**config.mk**
```make
export PLATFORM = sky130hd
export DESIGN_NAME = bin2bcd_seq_conv
export DESIGN_NICKNAME = d
export VERILOG_FILES = /design/src/rtl/bin2bcd_pkg.sv /design/src/rtl/bin2bcd_seq_conv_digit_adj.sv /design/src/rtl/bin2bcd_seq_conv.sv
export SDC_FILE = /design/constraint.sdc
export NUM_CORES = 1
export LEC_CHECK = 0
export BUFFER_PORTS_ARGS = -buffer_cell sky130_fd_sc_hd__buf_2
export CORE_MARGIN = 4
export CORE_UTILIZATION = 60
export CTS_BUF_LIST = sky130_fd_sc_hd__clkbuf_4 sky130_fd_sc_hd__clkbuf_8
export CTS_CLUSTER_DIAMETER = 40
export DETAILED_ROUTE_END_ITERATION = 16
export PLACE_DENSITY = 0.91
export SETUP_SLACK_MARGIN = 0.4
export SKIP_LAST_GASP = 1
export SYNTH_ARGS = -nofsm -noshare
export SYNTH_HDL_FRONTEND = slang
export SYNTH_HIERARCHICAL = 1
export SYNTH_SLANG_ARGS = --single-unit
export TNS_END_PERCENT = 20
```
**constraint.sdc**
```tcl
create_clock -name clk -period 2.45 [get_ports clk]
set_clock_uncertainty 0.05 [all_clocks]
set_input_delay 0.1225 -clock clk [delete_from_list [all_inputs] [get_ports clk]]
set_output_delay 0.1225 -clock clk [all_outputs]
set_load 0.05 [all_outputs]
```
**src/rtl/bin2bcd_pkg.sv**
```systemverilog
// Shared definitions for the sequential binary-to-BCD converter.
//   state_t    : FSM state encoding (IDLE, ADJ, SHIFT, DONE)
//   min_digits : constant function giving the number of decimal digits
//                needed to hold 2^bin_w - 1 without overflow.
package bin2bcd_pkg;

  typedef enum logic [1:0] {
    IDLE  = 2'd0,
    ADJ   = 2'd1,
    SHIFT = 2'd2,
    DONE  = 2'd3
  } state_t;

  function automatic int unsigned min_digits(input int unsigned bin_w);
    longint unsigned max_val;
    int unsigned     d;
    max_val = (64'd1 << bin_w) - 64'd1;
    d       = 0;
    for (int unsigned i = 0; i < 20; i++) begin
      if (max_val != 0) begin
        d++;
        max_val = max_val / 64'd10;
      end
    end
    return (d == 0) ? 1 : d;
  endfunction

endpackage

```
**src/rtl/bin2bcd_seq_conv_digit_adj.sv**
```systemverilog
// Double-dabble digit correction: one BCD digit gets +3 when it is >= 5,
// so that the following left shift carries correctly into the next digit.
//   digit_in  : 4-bit BCD digit before correction
//   digit_out : corrected digit
module bcd_digit_adj (
  input  logic [3:0] digit_in,
  output logic [3:0] digit_out
);

  always_comb begin
    digit_out = digit_in;
    if (digit_in >= 4'd5) digit_out = digit_in + 4'd3;
  end

endmodule

```
**src/rtl/bin2bcd_seq_conv.sv**
```systemverilog
// Sequential binary-to-BCD converter (shift-and-add-3), optional signed input.
//   clk         : rising-edge clock
//   reset_n     : asynchronous active-low reset
//   start       : request a conversion (honoured only in IDLE)
//   signed_mode : treat bin_in as two's complement (sampled with start)
//   bin_in      : operand (sampled with start)
//   busy        : conversion in progress (ADJ, SHIFT, DONE)
//   done        : one-cycle pulse, results valid
//   bcd_out     : result digits, least significant digit in [3:0]
//   neg         : result is negative
//   overflow    : magnitude exceeds 10^DIGITS-1 (bcd_out saturated to all 9s)
module bin2bcd_seq_conv
  import bin2bcd_pkg::*;
#(
  parameter int unsigned BIN_W     = 16,
  parameter int unsigned DIGITS    = 5,
  parameter int unsigned SIGNED_EN = 1
) (
  input  logic                  clk,
  input  logic                  reset_n,
  input  logic                  start,
  input  logic                  signed_mode,
  input  logic [BIN_W-1:0]      bin_in,
  output logic                  busy,
  output logic                  done,
  output logic [4*DIGITS-1:0]   bcd_out,
  output logic                  neg,
  output logic                  overflow
);

  localparam int unsigned BCD_W = 4 * DIGITS;
  localparam int unsigned SR_W  = BCD_W + BIN_W;
  localparam int unsigned CNT_W = $clog2(BIN_W + 1);

  state_t             state_q, state_d;
  logic [SR_W-1:0]    sr_q;
  logic [CNT_W-1:0]   cnt_q;
  logic               sign_q;
  logic               ovf_q;
  logic [BCD_W-1:0]   bcd_adj;
  logic               in_neg;
  logic [BIN_W-1:0]   mag;

  // Most negative operand negates to itself, which read unsigned is
  // exactly the required magnitude 2^(BIN_W-1).
  always_comb begin
    in_neg = (SIGNED_EN != 0) && signed_mode && bin_in[BIN_W-1];
    mag    = in_neg ? ((~bin_in) + BIN_W'(1)) : bin_in;
  end

  for (genvar g = 0; g < DIGITS; g++) begin : g_adj
    bcd_digit_adj u_adj (
      .digit_in  (sr_q[BIN_W + 4*g +: 4]),
      .digit_out (bcd_adj[4*g +: 4])
    );
  end

  always_ff @(posedge clk or negedge reset_n) begin
    if (!reset_n) state_q <= IDLE;
    else          state_q <= state_d;
  end

  always_comb begin
    state_d = state_q;
    busy    = 1'b1;
    case (state_q)
      IDLE: begin
        busy = 1'b0;
        if (start) state_d = ADJ;
      end
      ADJ:   state_d = SHIFT;
      SHIFT: state_d = (cnt_q == CNT_W'(1)) ? DONE : ADJ;
      DONE:  state_d = IDLE;
      default: begin
        state_d = IDLE;
        busy    = 1'b0;
      end
    endcase
  end

  always_ff @(posedge clk or negedge reset_n) begin
    if (!reset_n) begin
      sr_q     <= '0;
      cnt_q    <= '0;
      sign_q   <= 1'b0;
      ovf_q    <= 1'b0;
      done     <= 1'b0;
      bcd_out  <= '0;
      neg      <= 1'b0;
      overflow <= 1'b0;
    end else begin
      done <= (state_q == DONE);
      case (state_q)
        IDLE: begin
          if (start) begin
            sr_q   <= {{BCD_W{1'b0}}, mag};
            cnt_q  <= CNT_W'(BIN_W);
            sign_q <= in_neg;
            ovf_q  <= 1'b0;
          end
        end
        ADJ: sr_q <= {bcd_adj, sr_q[BIN_W-1:0]};
        SHIFT: begin
          // A 1 leaving the top digit means the decimal value no longer fits.
          if (sr_q[SR_W-1]) ovf_q <= 1'b1;
          sr_q  <= {sr_q[SR_W-2:0], 1'b0};
          cnt_q <= cnt_q - CNT_W'(1);
        end
        DONE: begin
          bcd_out  <= ovf_q ? {DIGITS{4'h9}} : sr_q[SR_W-1:BIN_W];
          neg      <= sign_q;
          overflow <= ovf_q;
        end
        default: ;
      endcase
    end
  end

endmodule

```
==> impl_metrics.py, run 1 <==
metrics = {
    "status": {
        "outcome": "finished clean",
    },
    "yosys": {
        "syn-cell-area_um2": 4000,
        "yosysTopAreaCell": "dfrtp_1",
        "async_flop_share": 1.00,
        "yosys_warnings": 6,
        "synth_cell_type_count": 40,
        "synth_fp_nets": 496,
        "synth.area.top_cells": "dfrtp_1 43%, ha_1 5.6%, nor2_1 5.4%",
        "synthFlopType": "dfrtp_1",
        "synthTopCellsByCount": "68 x dfrtp_1, 57 x nor2_1, 46 x nand2_1",
        "synthCells": 458,
        "synth_top_area_share": 0.426,
        "syn_avg_cell_area_um2": 8.73,
        "yosys_register_bits": 68,
        "post-synth-top-count-cell": "dfrtp_1",
        "synth-edff-count": 0,
        "ys_seq_area_frac": 0.426,
    },
    "timing": {
        "final_max_slew_viol_count": 0,
        "setup_viol": 0,
        "slew_headroom": 0.552,
        "period_needed_ps": 1940,
        "period_share": 0.792,
        "rsz0062_at_grt": "false",
        "max_freq_ghz": 0.515,
        "tightestPinTransition_ps": 672,
        "finalHoldViolations": 0,
        "hold_ws_ps": 18.8,
        "setup_tns_ps": 0,
    },
    "grt": {
        "grt_pass1_wl_um": 14300,
        "grtUsageMet1": 0.268,
        "use_met2": 0.403,
        "grt_usage": 0.230,
        "grt_overflow_total": 0,
        "antenna_found_initial": 0,
        "grt_pass1_vias": 3287,
        "grtUsageMet3": 0.0511,
        "busiest_layer": "met2",
        "grt_max_degree": 43,
    },
    "cts": {
        "htreeDepth": 3,
        "clockBufferDepth": 2,
        "cts_tree": "done",
        "cts_buffers": 9,
        "clock-sinks": 68,
        "cts_setup_buffers": 0,
        "path_clk_slew_ps": 70,
        "root_buffer": "clkbuf_8",
        "clk_latency_ps": 360,
    },
    "power": {
        "p_leak_uw": 0.00205,
        "ir_worst_vdd_mv": 0.494,
        "power_density_nw_per_um2": 1080,
    },
    "worst_setup_path": {
        "cp-startpoint": "state_q[1]",
        "reg2reg_to": "sr_q[11]",
        "crit_path_max_incr_delay_ps": 500,
        "crit_arrival_ps": 2160,
        "worstSetupPathDepth": 7,
        "critPathTopFamily": "simple AND/OR/NAND/NOR gates",
        "critical_path_class": "reg2reg",
        "r2r_slack_ps": 510,
        "cp-endpoint": "sr_q[11]",
        "critPathRequiredTime_ps": 2670,
        "timing.rr.start": "state_q[1]",
        "start_kind": "register",
        "cp_num_buf_inv": 1,
        "cp_max_fo": 15,
        "worst_setup_path_end_kind": "register",
        "path_cells": "inv_1 > ha_2 > and2_2 > nand2_1 > nand3_1 > o21ai_0 > a31oi_1",
        "r2r_cells": 7,
        "cpMaxStageDelayCell": "ha_2",
    },
    "layout": {
        "fin_nets": 534,
        "drive_above_1_share": 0.170,
        "area_growth_pct": 13.7,
        "antennaDiodeCount": 0,
    },
    "routing": {
        "wl_per_cell_um": 14.5,
        "drtPass1Iterations": 4,
        "vias": 3434,
        "drc": 0,
        "initialDrtViolationCount": 266,
        "via_per_inst": 5.94,
        "routed_wl_um": 8360,
        "ant_nets": 0,
    },
    "placement": {
        "port_buffers": 43,
        "gp_congestion": 0.791,
        "hpwl_um": 5830,
    },
    "floorplanning": {
        "coreArea_um2": 6420,
        "dieArea_um2": 8030,
        "start_util": 0.622,
        "placementRows": 29,
        "io_pins": 44,
        "die_w_um": 89.6,
        "die_h_um": 89.6,
    },
    "flow_run": {
        "drv_cap": 0,
    },
    "hold_path": {
        "min_path_type": "in2reg",
    },
}
[state kept, by name (all words and copies together), names as in the netlist]
register and cells:
bcd_out 20, cnt_q 5, done 1, neg 1, overflow 1, ovf_q 1, sign_q 1, sr_q 36
state_q 2
[layer usage]
| metal | wire [um] | vias to the layer above |
|---|---|---|
| met5 | 0 | - |
| met4 | 186 | 0 |
| met3 | 481 | 20 |
| met2 | 4130 | 102 |
| met1 | 3570 | 1639 |
| li1 | - | 1673 |
[layout by cell type (no fill, tap or decap), types with 4 or more instances in the layout]
cell type / instances
dfrtp_1: 68
nor2_1: 56
nand2_1: 46
buf_2: 43
o21ai_0: 36
a21oi_1: 32
inv_1: 28
a22oi_1: 20
a22o_1: 20
ha_1: 17
nand2b_1: 12
xnor2_1: 12
nand3b_1: 11
nand3_1: 10
clkbuf_8: 10
o21ai_1: 7
buf_4: 7
mux2i_1: 6
nor3_1: 5
a21oi_2: 5
xor2_1: 4
[what timing repair did]
item	CTS	global route
endpoints found under the setup margin	14	36
hold buffers	2	0
resized for setup	2	7
endpoints found under the hold margin	27	0
[worst reg2reg max path: stages, from the launching register on]
cell     delay [ps]
dfrtp_1         420
inv_1           100
ha_2            500
and2_2          340
nand2_1         110
nand3_1          90
o21ai_0          90
a31oi_1         170
[worst min path at each step]
| stage | endpoint | cells past startpoint | slack [ps] | start |
|---|---|---|---|---|
| floorplan | bcd_out[0] | 0 | -220 | reset_n |
| global placement | bcd_out[14] | 1 | 100 | reset_n |
| detailed placement | bcd_out[10] | 1 | 100 | reset_n |
| CTS | sr_q[0] | 3 | 7 | bin_in[0] |
| global route | sr_q[0] | 3 | 20 | bin_in[0] |
| finish | sr_q[0] | 3 | 20 | bin_in[0] |
[through the flow]
stage	power (uW)	setup slack (ps)	util	instance area, um2	instances
after floorplan	3280	699	-	4000	458
after global placement	3700	438	0.665	4270	560
after detailed placement	3800	275	0.665	4270	560
after CTS	4850	347	0.703	4520	578
after global routing	5260	403	0.708	4540	578
final	4900	510	0.708	4540	578
[layout make-up]
class                      count  area, um2
tap                           77       96.3
fill                         469       1880
inverter                      28        105
sequential                    68       1700
clock inverter                 5       75.1
clock buffer                  11        145
multi-input combinational    335       2100
timing repair buffer          54        319
[power by group]
part           switching [uW]  internal, uW
registers                 188          1420
clock network             421           607
logic                    1590           680
total                    2190          2700
[cells by family (layout without fill, tap and decap cells)]
family | count (synthesis) | in the layout | synth area share
AND/OR/NAND/NOR | 155 | 155 | 0.185
AO/OA/AOI/OAI | 137 | 137 | 0.219
flip-flops | 68 | 68 | 0.426
buffers and inverters | 55 | 98 | 0.0554
adder cells (fa/ha/maj) | 18 | 18 | 0.0564
XOR/XNOR | 16 | 16 | 0.0351
multiplexers | 9 | 9 | 0.0232
(Power assumes the default switching activity.)
==> run 2, diff against run 1 <==
Clock period 2.45 ns to 2.05 ns, I/O delays scaled along.
==> run 2 against run 1 <==
- clock power rose by 21%
- cell area is 16% higher
- hold slack about the same
- clock-buffer cell count did not move
- critical path type unchanged
- largest cell class unchanged
- largest power group unchanged
- highest routed layer unchanged
==> impl_metrics.py, run 2 (synthesis results as in run 1) <==
metrics = {
    "cts": {
        "clock-sinks": 68,
        "clockBufferDepth": 2,
        "root_buffer": "clkbuf_8",
        "cts_buffers": 9,
        "clk_latency_ps": 360,
        "path_clk_slew_ps": 80,
        "cts_tree": "done",
        "htreeDepth": 3,
    },
    "timing": {
        "tightestPinTransition_ps": 784,
        "max_freq_ghz": 0.548,
        "hold_ws_ps": 19.2,
        "slew_headroom": 0.477,
        "final_max_slew_viol_count": 0,
        "rsz0062_at_grt": "true",
        "period_share": 0.891,
        "period_needed_ps": 1830,
        "finalHoldViolations": 0,
        "setup_viol": 0,
        "setup_tns_ps": 0,
    },
    "routing": {
        "drc": 0,
        "routed_wl_um": 12100,
        "drtPass1Iterations": 5,
        "initialDrtViolationCount": 373,
        "vias": 4010,
        "via_per_inst": 6.48,
        "ant_nets": 0,
        "wl_per_cell_um": 19.6,
    },
    "layout": {
        "top_register": "sr_q",
        "post-route-util": 0.821,
        "drive_above_1_share": 0.306,
        "area_growth_pct": 32.0,
        "mostFrequentLayoutCells": "63 x dfrtp_1, 55 x nor2_1, 46 x nand2_1",
        "largest_reg_flops": 36,
        "fin_nets": 575,
        "antennaDiodeCount": 0,
        "reg_top3": "sr_q (36), bcd_out (20), cnt_q (5)",
        "layout_commonest_cell": "dfrtp_1",
        "stdcell_count": 619,
    },
    "worst_setup_path": {
        "cp_common_cell": "buf_4",
        "cp_max_fo": 4,
        "start_kind": "register",
        "critical_path_class": "reg2reg",
        "cpMaxStageDelayCell": "dfrtp_1",
        "crit_path_max_incr_delay_ps": 410,
        "crit_arrival_ps": 2030,
        "worst_setup_path_end_kind": "register",
        "critPathRequiredTime_ps": 2250,
        "cp_num_buf_inv": 2,
        "path_cells": "buf_4 > buf_4 > o21ai_0 > o21ai_1 > a22oi_1 > nor2_1 > a22o_1",
        "critPathTopFamily": "compound AO/OA/AOI/OAI gates",
    },
    "power": {
        "total_power_uw": 7150,
        "ir_worst_vdd_mv": 0.769,
        "p_leak_uw": 0.00232,
        "power_density_nw_per_um2": 1360,
    },
    "floorplanning": {
        "coreArea_um2": 6420,
        "die_w_um": 89.6,
        "placementRows": 29,
        "dieArea_um2": 8030,
        "die_h_um": 89.6,
        "start_util": 0.622,
        "io_pins": 44,
    },
    "grt": {
        "antenna_found_initial": 0,
        "grt_pass1_vias": 3355,
        "grt_overflow_total": 0,
        "grt_usage": 0.245,
        "grt_pass1_wl_um": 15100,
        "grt_max_degree": 43,
    },
    "placement": {
        "hpwl_um": 5900,
        "port_buffers": 43,
        "gp_congestion": 0.813,
        "placedCellCount": 563,
    },
    "hold_path": {
        "min_path_type": "in2reg",
    },
    "flow_run": {
        "drv_cap": 0,
    },
    "status": {
        "outcome": "finished clean",
    },
}
## run 2: changes by cell type in the layout (fill, tap and decap cells not counted), moves of 5 or more
cell,previous run,this run
inv_2,0,9
inv_1,28,19
dfrtp_1,68,63
ha_4,0,10
a21oi_4,0,5
dfrtp_2,0,5
ha_1,17,4
nand2b_1,12,6
nand2b_4,0,7
buf_6,1,9
buf_4,7,30
## run 2: power by group
group	internal, uW	switching [uW]
clock	726	526
combinational	1540	2420
sequential	1690	247
## run 2: cell type report
cell class / count / area, um2
clock inverter: 5 / 75.1
tap: 77 / 96.3
multi-input combinational: 336 / 2370
clock buffer: 11 / 145
sequential: 68 / 1710
fill: 322 / 1150
inverter: 28 / 105
timing repair buffer: 94 / 772
## run 2: through the flow
step | setup WS [ps] | cell area [um2]
CTS | 370 | 4750
finish | 224 | 5270
global route | 177 | 5270
floorplan | 349 | 4010
global placement | 201 | 4330
detailed placement | 87.5 | 4330
## run 2: worst reg2reg max path, cell delays in order, from the launching register on
cell     delay (ps)
dfrtp_1         410
buf_4           140
buf_4           140
o21ai_0         300
o21ai_1         150
a22oi_1         260
nor2_1           90
a22o_1          180
## run 2: path summary, 6_finish.rpt
| check | from | to | slack, ps | cells past startpoint |
|---|---|---|---|---|
| setup reg to reg | sr_q[25] | sr_q[27] | 220 | 7 |
| hold / removal | bin_in[12] | sr_q[12] | 20 | 3 |
| setup / recovery | sr_q[25] | sr_q[27] | 220 | 7 |
| max in group asynchronous | reset_n | sr_q[8] | 1050 | 3 |
| min in group asynchronous | reset_n | bcd_out[12] | 260 | 2 |
| hold reg to reg | sr_q[0] | sr_q[0] | 460 | 2 |
## run 2: metal layers
layer | GRT usage | vias up | part of all wire
li1 | - | 1754 | -
met1 | 0.292 | 1897 | 0.37
met2 | 0.433 | 299 | 0.49
met3 | 0.0474 | 60 | 0.096
met4 | 0.0947 | 0 | 0.046
met5 | 0 | - | 0
## run 2: what timing repair did
| action | CTS | global route |
|---|---|---|
| pin swaps | 5 | 27 |
| hold buffers | 3 | 0 |
| resized for setup | 21 | 54 |
| cloned | 0 | 9 |
| endpoints found under the setup margin | 38 | 40 |
| buffers inserted | 11 | 17 |
| endpoints found under the hold margin | 31 | 0 |
